===== src/rtl/ring_flit_serializer.sv =====
// Transmit-side ring serializer: parallel-loads one message and emits it one flit per cycle.
// Optional even-parity output on flit_par is enabled by defining FLIT_SER_PARITY_EN.
module ring_flit_serializer #(
  parameter int DEPTH     = 11,
  parameter int WIDTH     = 16,
  parameter int CNT_WIDTH = 4
) (
  input  logic                   clk,
  input  logic                   rst,
  input  logic                   load_valid,
  output logic                   load_ready,
  input  logic [DEPTH*WIDTH-1:0] din,
  input  logic                   flush,
  output logic [WIDTH-1:0]       flit_out,
  output logic                   flit_valid,
  input  logic                   flit_ready,
  output logic                   flit_head,
  output logic                   flit_tail,
  output logic                   busy
`ifdef FLIT_SER_PARITY_EN
  ,
  output logic                   flit_par
`endif
);

  typedef enum logic {IDLE, SEND} state_t;

  localparam logic [CNT_WIDTH-1:0] DEPTH_C = CNT_WIDTH'(DEPTH);
  localparam logic [CNT_WIDTH-1:0] ONE_C   = CNT_WIDTH'(1);

  // Header length field: zero still sends the header word, oversize clamps to buffer depth.
  function automatic logic [CNT_WIDTH-1:0] eff_len(input logic [CNT_WIDTH-1:0] l);
    if (l == '0)
      return ONE_C;
    else if (l > DEPTH_C)
      return DEPTH_C;
    else
      return l;
  endfunction

`ifdef FLIT_SER_PARITY_EN
  function automatic logic even_par(input logic [WIDTH-1:0] w);
    return ^w;
  endfunction
`endif

  state_t               state;
  logic [WIDTH-1:0]     msg_buf [DEPTH];
  logic [CNT_WIDTH-1:0] idx;
  logic [CNT_WIDTH-1:0] len;
  logic [CNT_WIDTH-1:0] idx_nxt;
  logic [CNT_WIDTH-1:0] len_in;
  logic [WIDTH-1:0]     word_nxt;

  assign idx_nxt  = idx + ONE_C;
  assign len_in   = eff_len(din[CNT_WIDTH-1:0]);
  // Only consumed on a non-tail transfer, where idx_nxt <= len-1 < DEPTH.
  assign word_nxt = msg_buf[idx_nxt];

  // Single state machine; every output is a register updated alongside the state.
  always_ff @(posedge clk or posedge rst) begin
    if (rst) begin
      state      <= IDLE;
      idx        <= '0;
      len        <= '0;
      for (int i = 0; i < DEPTH; i++)
        msg_buf[i] <= '0;
      load_ready <= 1'b1;
      busy       <= 1'b0;
      flit_valid <= 1'b0;
      flit_out   <= '0;
      flit_head  <= 1'b0;
      flit_tail  <= 1'b0;
`ifdef FLIT_SER_PARITY_EN
      flit_par   <= 1'b0;
`endif
    end else begin
      case (state)
        IDLE: begin
          if (load_valid) begin
            for (int i = 0; i < DEPTH; i++)
              msg_buf[i] <= din[i*WIDTH +: WIDTH];
            len        <= len_in;
            idx        <= '0;
            state      <= SEND;
            load_ready <= 1'b0;
            busy       <= 1'b1;
            flit_valid <= 1'b1;
            flit_out   <= din[WIDTH-1:0];
            flit_head  <= 1'b1;
            flit_tail  <= (len_in == ONE_C);
`ifdef FLIT_SER_PARITY_EN
            flit_par   <= even_par(din[WIDTH-1:0]);
`endif
          end
        end
        SEND: begin
          // A flit transferring in the flush cycle is sent, but the message stops there.
          if (flush || (flit_ready && flit_tail)) begin
            state      <= IDLE;
            idx        <= '0;
            load_ready <= 1'b1;
            busy       <= 1'b0;
            flit_valid <= 1'b0;
            flit_out   <= '0;
            flit_head  <= 1'b0;
            flit_tail  <= 1'b0;
`ifdef FLIT_SER_PARITY_EN
            flit_par   <= 1'b0;
`endif
          end else if (flit_ready) begin
            idx        <= idx_nxt;
            flit_out   <= word_nxt;
            flit_head  <= 1'b0;
            flit_tail  <= (idx_nxt == (len - ONE_C));
`ifdef FLIT_SER_PARITY_EN
            flit_par   <= even_par(word_nxt);
`endif
          end
        end
        default: state <= IDLE;
      endcase
    end
  end

endmodule

===== config.mk =====
export PLATFORM = sky130hd
export DESIGN_NAME = ring_flit_serializer
export DESIGN_NICKNAME = d
export VERILOG_FILES = /design/src/rtl/ring_flit_serializer.sv
export SDC_FILE = /design/constraint.sdc
export NUM_CORES = 1
export LEC_CHECK = 0
export CAP_MARGIN = 15
export CORE_ASPECT_RATIO = 1.4
export CORE_MARGIN = 3
export CORE_UTILIZATION = 50
export CTS_CLUSTER_DIAMETER = 50
export CTS_CLUSTER_SIZE = 40
export DETAILED_ROUTE_END_ITERATION = 7
export MAX_ROUTING_LAYER = met4
export PLACE_DENSITY = 0.78
export SLEW_MARGIN = 30
export SYNTH_ARGS = -nofsm -noshare
export SYNTH_HDL_FRONTEND = slang
export SYNTH_SLANG_ARGS = --single-unit

===== constraint.sdc =====
create_clock -name clk -period 8.85 [get_ports clk]
set_input_delay 1.77 -clock clk [delete_from_list [all_inputs] [get_ports clk]]
set_output_delay 1.77 -clock clk [all_outputs]
set_load 0.05 [all_outputs]

==> metrics.md, run 1 <==
| Metric | Value |
|---|---|
| Status | `complete, no violations` |
| Max cap viols | `0` |
| Largest net degree at the start of global routing | `139` |
| Synth async-reset ratio | `1.000` |
| Max H-tree Level | `1` |
| Placement-stage cell area | `11820 sq um` |
| Die area | `21190 sq um` |
| Register area share after synthesis | `0.5274` |
| Fin nets | `1425` |
| Setup CP Type | `input pin to flop` |
| Worst R2R Setup Slack | `5.86 ns` |
| Global-route wire length before repair | `40750 um` |
| Area grow syn2layout | `27.34%` |
| Remaining antenna violation count | `0` |
| Placed insts | `1467` |
| Bufs on Longest Clock Path | `3` |
| Headroom to the max-slew limit | `0.4026` |
| Vias | `7932` |
| Worst setup EP type | `flop` |
| Fmax | `254.1 MHz` |
| Horiz. Die Dim | `123.9 um` |
| Fin. Hold Viols | `0` |
| CP Max Fanout | `138` |
| Worst clock skew | `0.01422 ns` |
| Worst skew pair latency | `0.49 ns` |
| Post-Syn Nets | `1264` |
| EDFF count, synth | `0` |
| Library cells used by synthesis | `38` |
| Share of cells above drive strength 1 | `0.07662` |
| Most used flip-flop cell after synthesis | `dfrtp_1` |
| Vias in the first global route | `7907` |
| Grt total ovfl | `0` |
| Fin crit period | `3.936 ns` |
| CTS tree | `built` |
| Clock-pin slew on the worst setup and hold paths | `0.08 ns` |
| Number of antenna repair diodes | `0` |
| Peak VDD IR | `0.1154 mV` |
| Avg Cell Area, Syn | `9.000 sq um` |
| Fillers | `1566` |
| Required time worst endpoint | `9.20 ns` |
| Final setup vio count | `0` |
| Cell area after layout | `12390 sq um` |
| Slew Viols, Final | `0` |
| Setup ws final | `4.914 ns` |
| Hold Path Class | `flop to flop` |
| 1st-iter DRT viols | `619` |
| Mapped Area | `9729 sq um` |
| DR pass1 iterations | `5` |
| # Post-CTS Setup Buffers | `0` |
| Worst-margin pin slew | `0.8940 ns` |
| Non-Filler Instances | `1497` |
| Setup_tns | `0 ns` |
| Seq cells post-synth | `205` |
| Root buffer cell | `clkbuf_16` |
| WP data arrival | `4.29 ns` |
| Startpoint types | `input pin` |
| Warnings from Yosys | `0` |
| Row count | `59` |
| Post-route DRC | `0` |
| I/O pin count | `202` |
| Final WL | `25660 um` |
| Final core occ | `0.6582` |
| GP Congestion | `0.8715` |
| Synthesized instance count | `1081` |
| Dpl ws | `4.240 ns` |
| # port buffers | `201` |
| All-Layer GR Usage | `0.2513` |
| Leak | `5.983 nW` |
| Pwr dens | `243.1 nW/um^2` |
| Number of CTS-inserted buffers | `17` |
| Final period util | `0.4447` |
| Initial core utilization | `0.5168` |
| Wire length per cell | `17.14 um` |
| Final HPWL DP | `17770 um` |
| Vias per Instance | `5.299` |
| Post_cts resized | `0` |
| TritonCTS Sinks | `205` |
| Core ar. | `18820 sq um` |
| Cts hold-fix bufs | `0` |
| Die H | `171.1 um` |
| Antenna violations before repair | `0` |
| RSZ-0062 raised after global routing | `false` |
## cells in the mapped netlist (6+ instances only)
| master | number | area [sq um] |
|---|---|---|
| o21ai_0 | 28 | 140.1 |
| buf_4 | 6 | 45.04 |
| mux4_2 | 31 | 698.2 |
| inv_1 | 7 | 26.28 |
| buf_2 | 18 | 90.09 |
| clkbuf_1 | 33 | 123.9 |
| nand2_1 | 572 | 2147 |
| dfrtp_1 | 204 | 5105 |
| nor2_1 | 39 | 146.4 |
| o211a_1 | 15 | 150.1 |
| mux2i_1 | 33 | 330.3 |
| a21oi_1 | 41 | 205.2 |
| o21ai_2 | 10 | 87.58 |
## cells in the final DEF (no fill, tap or decap), drive strengths merged, types with 12 or more instances in the layout
| cell | count |
|---|---|
| dfrtp | 204 |
| inv | 12 |
| a21oi | 41 |
| mux4 | 31 |
| clkdlybuf4s50 | 201 |
| nor2 | 39 |
| o211a | 16 |
| mux2i | 33 |
| o21ai | 39 |
| nand2 | 572 |
| clkbuf | 18 |
## worst paths after layout
kind	endpoint	cells past startpoint	start
worst max-delay path	len[0]$_DFFE_PP0P_	8	load_valid
worst min-delay path	msg_buf[137]$_DFFE_PP0P_	2	msg_buf[137]$_DFFE_PP0P_
worst max register to register	idx[0]$_DFFE_PP0P_	5	state$_DFF_PP0_
worst min register to register	msg_buf[137]$_DFFE_PP0P_	2	msg_buf[137]$_DFFE_PP0P_
max in group asynchronous	msg_buf[174]$_DFFE_PP0P_	3	rst
min in group asynchronous	msg_buf[83]$_DFFE_PP0P_	2	rst
## worst max-delay path, cell delays in order
cell	delay, ns
clkdlybuf4s50_1	0.46
buf_4	0.31
inv_1	0.14
nor2_4	0.69
buf_12	0.45
nand2_1	0.14
nor3_1	0.17
a21oi_1	0.06
## logic make-up (layout without fill, tap and decap cells)
kind of cell	after synthesis	after routing	synth area share
buffers and inverters	73	245	0.03588
XOR/XNOR	8	8	0.007201
multiplexers	64	64	0.1057
AND/OR/NAND/NOR	626	626	0.2461
AO/OA/AOI/OAI	103	103	0.07510
adder cells (fa/ha/maj)	2	2	0.002572
flip-flops	205	205	0.5274
## registers in the layout, summed over array words and instances (netlist names)
register	count
flit_out	16
flit_head	1
state	1
busy	1
msg_buf	176
idx	4
load_ready	1
flit_tail	1
len	4
## layer usage
| layer | GRT usage | up-vias | routed length (um) |
|---|---|---|---|
| li1 | - | 3792 | - |
| met1 | 0.3345 | 3823 | 10640 |
| met2 | 0.4149 | 282 | 12910 |
| met3 | 0.02745 | 35 | 1496 |
| met4 | 0.06435 | 0 | 617 |
| met5 | - | - | 0 |
## final cells by class
type	instances	area, sq um	share of cell area
Clock buffer	18	429.2	0.03464
Timing Repair Buffer	207	2077	0.1676
Inverter	8	42.54	0.003434
Tap cell	244	305.3	0.02464
Multi-Input combinational cell	803	4273	0.3449
Sequential cell	205	5135	0.4145
Clock inverter	12	127.6	0.01030
## report_power, final
part | switching [W] | total (W) | internal (W) | leakage, nW
sequential | 0.000156 | 0.00133 | 0.00117 | 2.53
clock | 0.000379 | 0.000755 | 0.000376 | 0.273
combinational | 0.000534 | 0.000932 | 0.000398 | 3.18
total | 0.00107 | 0.00301 | 0.00194 | 5.98
## per-stage QoR
stage	power [W]	hold WS, ns
3_3_place_gp	0.002240	0.4525
6_report	0.003012	0.4750
4_1_cts	0.003030	0.4782
3_5_place_dp	0.002271	0.4589
5_1_grt	0.003188	0.4992
2_1_floorplan	0.001937	0.4403
Note: power is estimated with default switching activity, not from simulation.
==> run 2: changes to the inputs <==
--- a/config.mk
+++ b/config.mk
@@ -8,12 +8,12 @@
 export CAP_MARGIN = 15
 export CORE_ASPECT_RATIO = 1.4
 export CORE_MARGIN = 3
-export CORE_UTILIZATION = 50
+export CORE_UTILIZATION = 47
 export CTS_CLUSTER_DIAMETER = 50
 export CTS_CLUSTER_SIZE = 40
 export DETAILED_ROUTE_END_ITERATION = 7
 export MAX_ROUTING_LAYER = met4
-export PLACE_DENSITY = 0.78
+export PLACE_DENSITY = 0.77
 export SLEW_MARGIN = 30
 export SYNTH_ARGS = -nofsm -noshare
 export SYNTH_HDL_FRONTEND = slang
==> constraint.sdc (replaced) <==
create_clock -name clk -period 3.5 [get_ports clk]
set_input_delay 0.7 -clock clk [delete_from_list [all_inputs] [get_ports clk]]
set_output_delay 0.7 -clock clk [all_outputs]
set_load 0.05 [all_outputs]
==> run 2 against run 1 <==
Effect of this change: via count up 1.1%; wire length up 7.2%; largest power group unchanged; die area up 6.1%.
==> metrics.md, run 2 (synthesis results as in run 1) <==
| Metric | Value |
|---|---|
| Number of antenna repair diodes | `0` |
| Hold Path Stages | `2` |
| Worst-margin pin slew | `0.8852 ns` |
| Metal2 WL | `14170 um` |
| Fin crit period | `2.669 ns` |
| Crit-path leading delay family | `flip-flops` |
| TritonCTS Sinks | `205` |
| Part of the power in registers | `0.427` |
| Hold Path Origin | `msg_buf[136]$_DFFE_PP0P_` |
| Status | `complete, no violations` |
| Share of cells above drive strength 1 | `0.08826` |
| Slew Viols, Final | `0` |
| Switching power | `0.002702 W` |
| # Post-CTS Setup Buffers | `0` |
| Post-route DRC | `0` |
| Sw Ratio | `0.3393` |
| Antenna violations before repair | `0` |
| Worst skew pair latency | `0.48 ns` |
| Final WL | `27510 um` |
| Final setup vio count | `0` |
| Fin. Hold Viols | `0` |
| I/O pin count | `202` |
| WP data arrival | `3.08 ns` |
| Row count | `61` |
| Global-route wire length before repair | `43620 um` |
| Met1 WL | `11200 um` |
| Top layer reached by signal wires | `met4` |
| Leak | `6.118 nW` |
| Fillers | `1663` |
| Max reg flops | `176` |
| Most common cell after layout, fill and taps aside | `nand2_1` |
| Horiz. Die Dim | `127.6 um` |
| Logic gate share of total power | `0.299` |
| Worst clock skew | `0.01183 ns` |
| Hold endpoint | `msg_buf[136]$_DFFE_PP0P_` |
| CP max stage delay | `0.78 ns` |
| Pint | `0.005262 W` |
| Bufs on Longest Clock Path | `3` |
| Largest net degree at the start of global routing | `184` |
| GP Congestion | `0.8910` |
| Fin nets | `1440` |
| Worst path bufs/invs | `1` |
| Headroom to the max-slew limit | `0.4078` |
| Area grow syn2layout | `30.02%` |
| Core ar. | `20070 sq um` |
| Pwr dens | `629.6 nW/um^2` |
| Placement-stage cell area | `12000 sq um` |
| DR pass1 iterations | `5` |
| Cts hold-fix bufs | `0` |
| Worst R2R Setup Slack | `0.83 ns` |
| Commonest cells after routing, fill and taps aside | `572 x nand2_1, 203 x dfrtp_1, 201 x clkdlybuf4s50_1` |
| Cell area after layout | `12650 sq um` |
| Initial core utilization | `0.4847` |
| Worst r2r dst | `flit_out[4]$_DFFE_PP0P_` |
| Max H-tree Level | `1` |
| Reg2Reg Depth | `5` |
| Grt total ovfl | `0` |
| Final period util | `0.7626` |
| RSZ-0062 raised after global routing | `false` |
| Die H | `176.2 um` |
| # port buffers | `201` |
| Post_cts resized | `0` |
| RR Startpoint | `idx[0]$_DFFE_PP0P_` |
| Vias in the first global route | `8281` |
| Fmax | `374.7 MHz` |
| Largest registers | `msg_buf (176), flit_out (16)` |
| Wire length per cell | `18.08 um` |
| Max cap viols | `0` |
| Routed wl met3 | `1361 um` |
| Vias per Instance | `5.272` |
| Required time worst endpoint | `3.91 ns` |
| Clock-pin slew on the worst setup and hold paths | `0.07 ns` |
| Worst-path cell with the longest stage delay | `dfrtp_4` |
| 1st-iter DRT viols | `702` |
| Root buffer cell | `clkbuf_16` |
| Worst setup EP type | `flop` |
| Remaining antenna violation count | `0` |
| Number of CTS-inserted buffers | `19` |
| Setup_tns | `0 ns` |
| Clock power frac | `0.274` |
| CTS tree | `built` |
| CP Max Fanout | `30` |
| Startpoint types | `flop` |
| Critical path depth | `5` |
| Peak VDD IR | `0.3718 mV` |
| Die area | `22490 sq um` |
| Final HPWL DP | `19970 um` |
| Vias | `8019` |
| Register with the most flip-flops | `msg_buf` |
| Worst-path cell chain | `buf_4, and2_1, a21oi_1, o211a_1, o21ai_0` |
| All-Layer GR Usage | `0.2528` |
| Setup CP Type | `flop to flop` |
| Hold Path Class | `flop to flop` |
run 2: cell count changes in the layout (fill, tap and decap cells not counted), sizes merged:
cell      delta
clkbuf       +3
buf         +13
clkinvlp     +2
clkinv       -2
inv          -3
bufinv       +3
run 2: worst max path at each step:
| stage | start | to | slack, ns |
|---|---|---|---|
| 2_1_floorplan | rst | busy$_DFFE_PP0P_ | 0.14 |
| 3_3_place_gp | idx[0]$_DFFE_PP0P_ | flit_out[4]$_DFFE_PP0P_ | 0.86 |
| 3_5_place_dp | idx[0]$_DFFE_PP0P_ | flit_out[4]$_DFFE_PP0P_ | 0.82 |
| 4_1_cts | idx[0]$_DFFE_PP0P_ | flit_out[4]$_DFFE_PP0P_ | 0.79 |
| 5_1_grt | idx[0]$_DFFE_PP0P_ | flit_out[4]$_DFFE_PP0P_ | 0.59 |
| 6_report | idx[0]$_DFFE_PP0P_ | flit_out[4]$_DFFE_PP0P_ | 0.83 |
run 2: stage by stage:
step / total power, W / hold slack (ns) / util / setup slack (ns) / instances
floorplan: 0.004899 / 0.4403 / - / 0.1425 / 1081
global placement: 0.005739 / 0.4527 / 0.5975 / 0.8603 / 1488
detailed placement: 0.005812 / 0.4574 / 0.5976 / 0.8157 / 1488
CTS: 0.008013 / 0.4743 / 0.6302 / 0.7868 / 1521
global route: 0.008403 / 0.4954 / 0.6302 / 0.5948 / 1521
finish: 0.007964 / 0.4711 / 0.6302 / 0.8308 / 1521
run 2: power by group through the flow:
stage	Sequential [W]	Combinational (W)	Clock, W
4_1_cts	0.00339	0.00240	0.00222
5_1_grt	0.00347	0.00260	0.00233
2_1_floorplan	0.00349	0.00141	0
3_3_place_gp	0.00341	0.00233	0
3_5_place_dp	0.00343	0.00238	0
6_report	0.00340	0.00238	0.00219
run 2: cell type report:
class                   instances  area, sq um  share of cell area
clock buffers                  21        503.0             0.03976
flip-flops and latches        205         5135              0.4059
multi-input cells             803         4269              0.3375
well taps                     252        315.3             0.02493
clock inverters                12        151.4             0.01197
repair buffers                220         2242              0.1773
inverters                       8        33.78            0.002671
run 2: metal layers:
metal  GRT usage  vias up
met1      0.3172     3892
met3     0.02906       47
met5           -        -
met2      0.4374      260
li1            -     3820
met4     0.06770        0
run 2: tightest hold or removal path, delay by kind of cell (launching register included):
kind,cells,cell delay [ns]
and+or+nand+nor,2,0.10
DFF,1,0.34
==> run 3: changes to the inputs <==
--- a/config.mk
+++ b/config.mk
@@ -8,12 +8,12 @@
 export CAP_MARGIN = 15
 export CORE_ASPECT_RATIO = 1.4
 export CORE_MARGIN = 3
-export CORE_UTILIZATION = 47
+export CORE_UTILIZATION = 50
 export CTS_CLUSTER_DIAMETER = 50
 export CTS_CLUSTER_SIZE = 40
 export DETAILED_ROUTE_END_ITERATION = 7
 export MAX_ROUTING_LAYER = met4
-export PLACE_DENSITY = 0.77
+export PLACE_DENSITY = 0.78
 export SLEW_MARGIN = 30
 export SYNTH_ARGS = -nofsm -noshare
 export SYNTH_HDL_FRONTEND = slang
==> constraint.sdc (replaced) <==
create_clock -name clk -period 2.62 [get_ports clk]
set_input_delay 0.524 -clock clk [delete_from_list [all_inputs] [get_ports clk]]
set_output_delay 0.524 -clock clk [all_outputs]
set_load 0.05 [all_outputs]
==> run 3 against run 2 <==
Effect of this change: critical path type is now flop to output pin; die area shrank 5.8%; largest power group unchanged; first-iteration DRC count shrank 0.57%; via count grew 0.46%; combinational power grew 37%.
==> metrics.md, run 3 (synthesis results as in run 1) <==
| Metric | Value |
|---|---|
| Status | `complete, no violations` |
| Register with the most flip-flops | `msg_buf` |
| Startpoint types | `flop` |
| Post-route DRC | `0` |
| Logic gate share of total power | `0.316` |
| Setup_tns | `0 ns` |
| Hold Path Class | `flop to flop` |
| Initial core utilization | `0.5168` |
| DR pass1 iterations | `5` |
| Die H | `171.1 um` |
| Pint | `0.006651 W` |
| Dpl ws | `0.4002 ns` |
| Final core occ | `0.6712` |
| Fin. Hold Viols | `0` |
| # port buffers | `201` |
| Vias in the first global route | `8071` |
| Required time worst endpoint | `2.10 ns` |
| Total power | `0.01035 W` |
| Fin nets | `1442` |
| Hold Path Origin | `load_ready$_DFFE_PP1P_` |
| Final setup vio count | `0` |
| Headroom to the max-slew limit | `0.4964` |
| Core ar. | `18820 sq um` |
| Die area | `21190 sq um` |
| # Post-CTS Setup Buffers | `0` |
| Post_cts resized | `0` |
| Most common cell after layout, fill and taps aside | `nand2_1` |
| Global-route wire length before repair | `41690 um` |
| Max reg flops | `176` |
| Root buffer cell | `clkbuf_16` |
| Setup CP Type | `flop to output pin` |
| CTS tree | `built` |
| I/O pin count | `202` |
| Hold endpoint | `load_ready$_DFFE_PP1P_` |
| Worst-margin pin slew | `0.7529 ns` |
| Cts hold-fix bufs | `0` |
| GP Congestion | `0.9146` |
| CP Max Fanout | `3` |
| RSZ-0062 raised after global routing | `false` |
| Fmax | `424.6 MHz` |
| RR Startpoint | `idx[1]$_DFFE_PP0P_` |
| All-Layer GR Usage | `0.2593` |
| WP data arrival | `1.83 ns` |
| Switching power | `0.003697 W` |
| Non-Filler Instances | `1513` |
| Share of cells above drive strength 1 | `0.08826` |
| Worst-path cell with the longest stage delay | `clkdlybuf4s50_1` |
| Vias per Instance | `5.325` |
| Crit-path leading delay family | `buffers and inverters` |
| Max H-tree Level | `1` |
| Clock power frac | `0.255` |
| Worst-path cell chain | `clkdlybuf4s50_1` |
| Clock-pin slew on the worst setup and hold paths | `0.09 ns` |
| Final WL | `26220 um` |
| Antenna violations before repair | `0` |
| Worst clock skew | `0.02698 ns` |
| Largest net degree at the start of global routing | `109` |
| TritonCTS Sinks | `205` |
| Pwr dens | `819.0 nW/um^2` |
| Commonest cells after routing, fill and taps aside | `572 x nand2_1, 203 x dfrtp_1, 201 x clkdlybuf4s50_1` |
| Fin crit period | `2.355 ns` |
| Slew Viols, Final | `0` |
| Leak | `6.103 nW` |
| Max cap viols | `0` |
| Vias | `8056` |
| Worst R2R Setup Slack | `0.42 ns` |
| Setup ws final | `0.2648 ns` |
| Bufs on Longest Clock Path | `3` |
| Worst skew pair latency | `0.50 ns` |
| Worst setup EP type | `output pin` |
| CP max stage delay | `0.80 ns` |
| Horiz. Die Dim | `123.9 um` |
| Largest registers | `msg_buf (176), flit_out (16)` |
| Peak VDD IR | `0.4927 mV` |
| Worst r2r dst | `flit_out[4]$_DFFE_PP0P_` |
| Row count | `59` |
| Placed insts | `1485` |
| Sw Ratio | `0.3573` |
| Area grow syn2layout | `29.86%` |
| 1st-iter DRT viols | `698` |
| Reg2Reg Depth | `6` |
| Grt total ovfl | `0` |
| Number of antenna repair diodes | `0` |
| Worst path bufs/invs | `1` |
| Wire length per cell | `17.33 um` |
| Final period util | `0.8989` |
| Final HPWL DP | `19080 um` |
| Part of the power in registers | `0.429` |
| Number of CTS-inserted buffers | `16` |
| Remaining antenna violation count | `0` |
| Hold Path Stages | `2` |
## run 3: worst max path at each step
stage / start / end / slack (ns) / cells after the start
finish: load_ready$_DFFE_PP1P_ / load_ready / 0.26 / 1
global route: load_ready$_DFFE_PP1P_ / load_ready / 0.22 / 1
CTS: load_ready$_DFFE_PP1P_ / load_ready / 0.25 / 1
detailed placement: flit_ready / flit_out[1]$_DFFE_PP0P_ / 0.40 / 5
global placement: flush / flit_out[3]$_DFFE_PP0P_ / 0.27 / 5
floorplan: rst / busy$_DFFE_PP0P_ / -0.56 / 1
## run 3: power by group through the flow
stage,combinational (W),sequential (W),clock [W]
2_1_floorplan,0.00188,0.00466,0
3_3_place_gp,0.00321,0.00445,0
3_5_place_dp,0.00327,0.00449,0
4_1_cts,0.00330,0.00443,0.00269
5_1_grt,0.00360,0.00454,0.00280
6_report,0.00327,0.00444,0.00264
## run 3: tightest hold or removal path, delay by kind of cell, from the launching register on
family / cells / cell delay, ns
compound gates: 1 / 0.05
buf+inv: 1 / 0.04
flops: 1 / 0.38
## run 3: layout make-up
| type | count | area (sq um) |
|---|---|---|
| inverters | 8 | 33.78 |
| clock inverters | 11 | 161.4 |
| well taps | 244 | 305.3 |
| clock buffers | 17 | 425.4 |
| fillers | 1513 | 6190 |
| multi-input cells | 803 | 4269 |
| flip-flops and latches | 205 | 5135 |
| repair buffers | 225 | 2305 |
## run 3: layer usage
layer,GRT usage,up-vias,wire length (um)
li1,-,3830,-
met1,0.3373,3875,10540
met2,0.4219,296,13190
met3,0.03406,55,1614
met4,0.08723,0,874
met5,-,-,0
## run 3: through the flow
step / area, sq um / hold slack [ns]
after CTS: 12630 / 0.4747
after floorplan: 9733 / 0.4403
final: 12630 / 0.4746
after global placement: 12050 / 0.4524
after global routing: 12630 / 0.4921
after detailed placement: 12050 / 0.4582
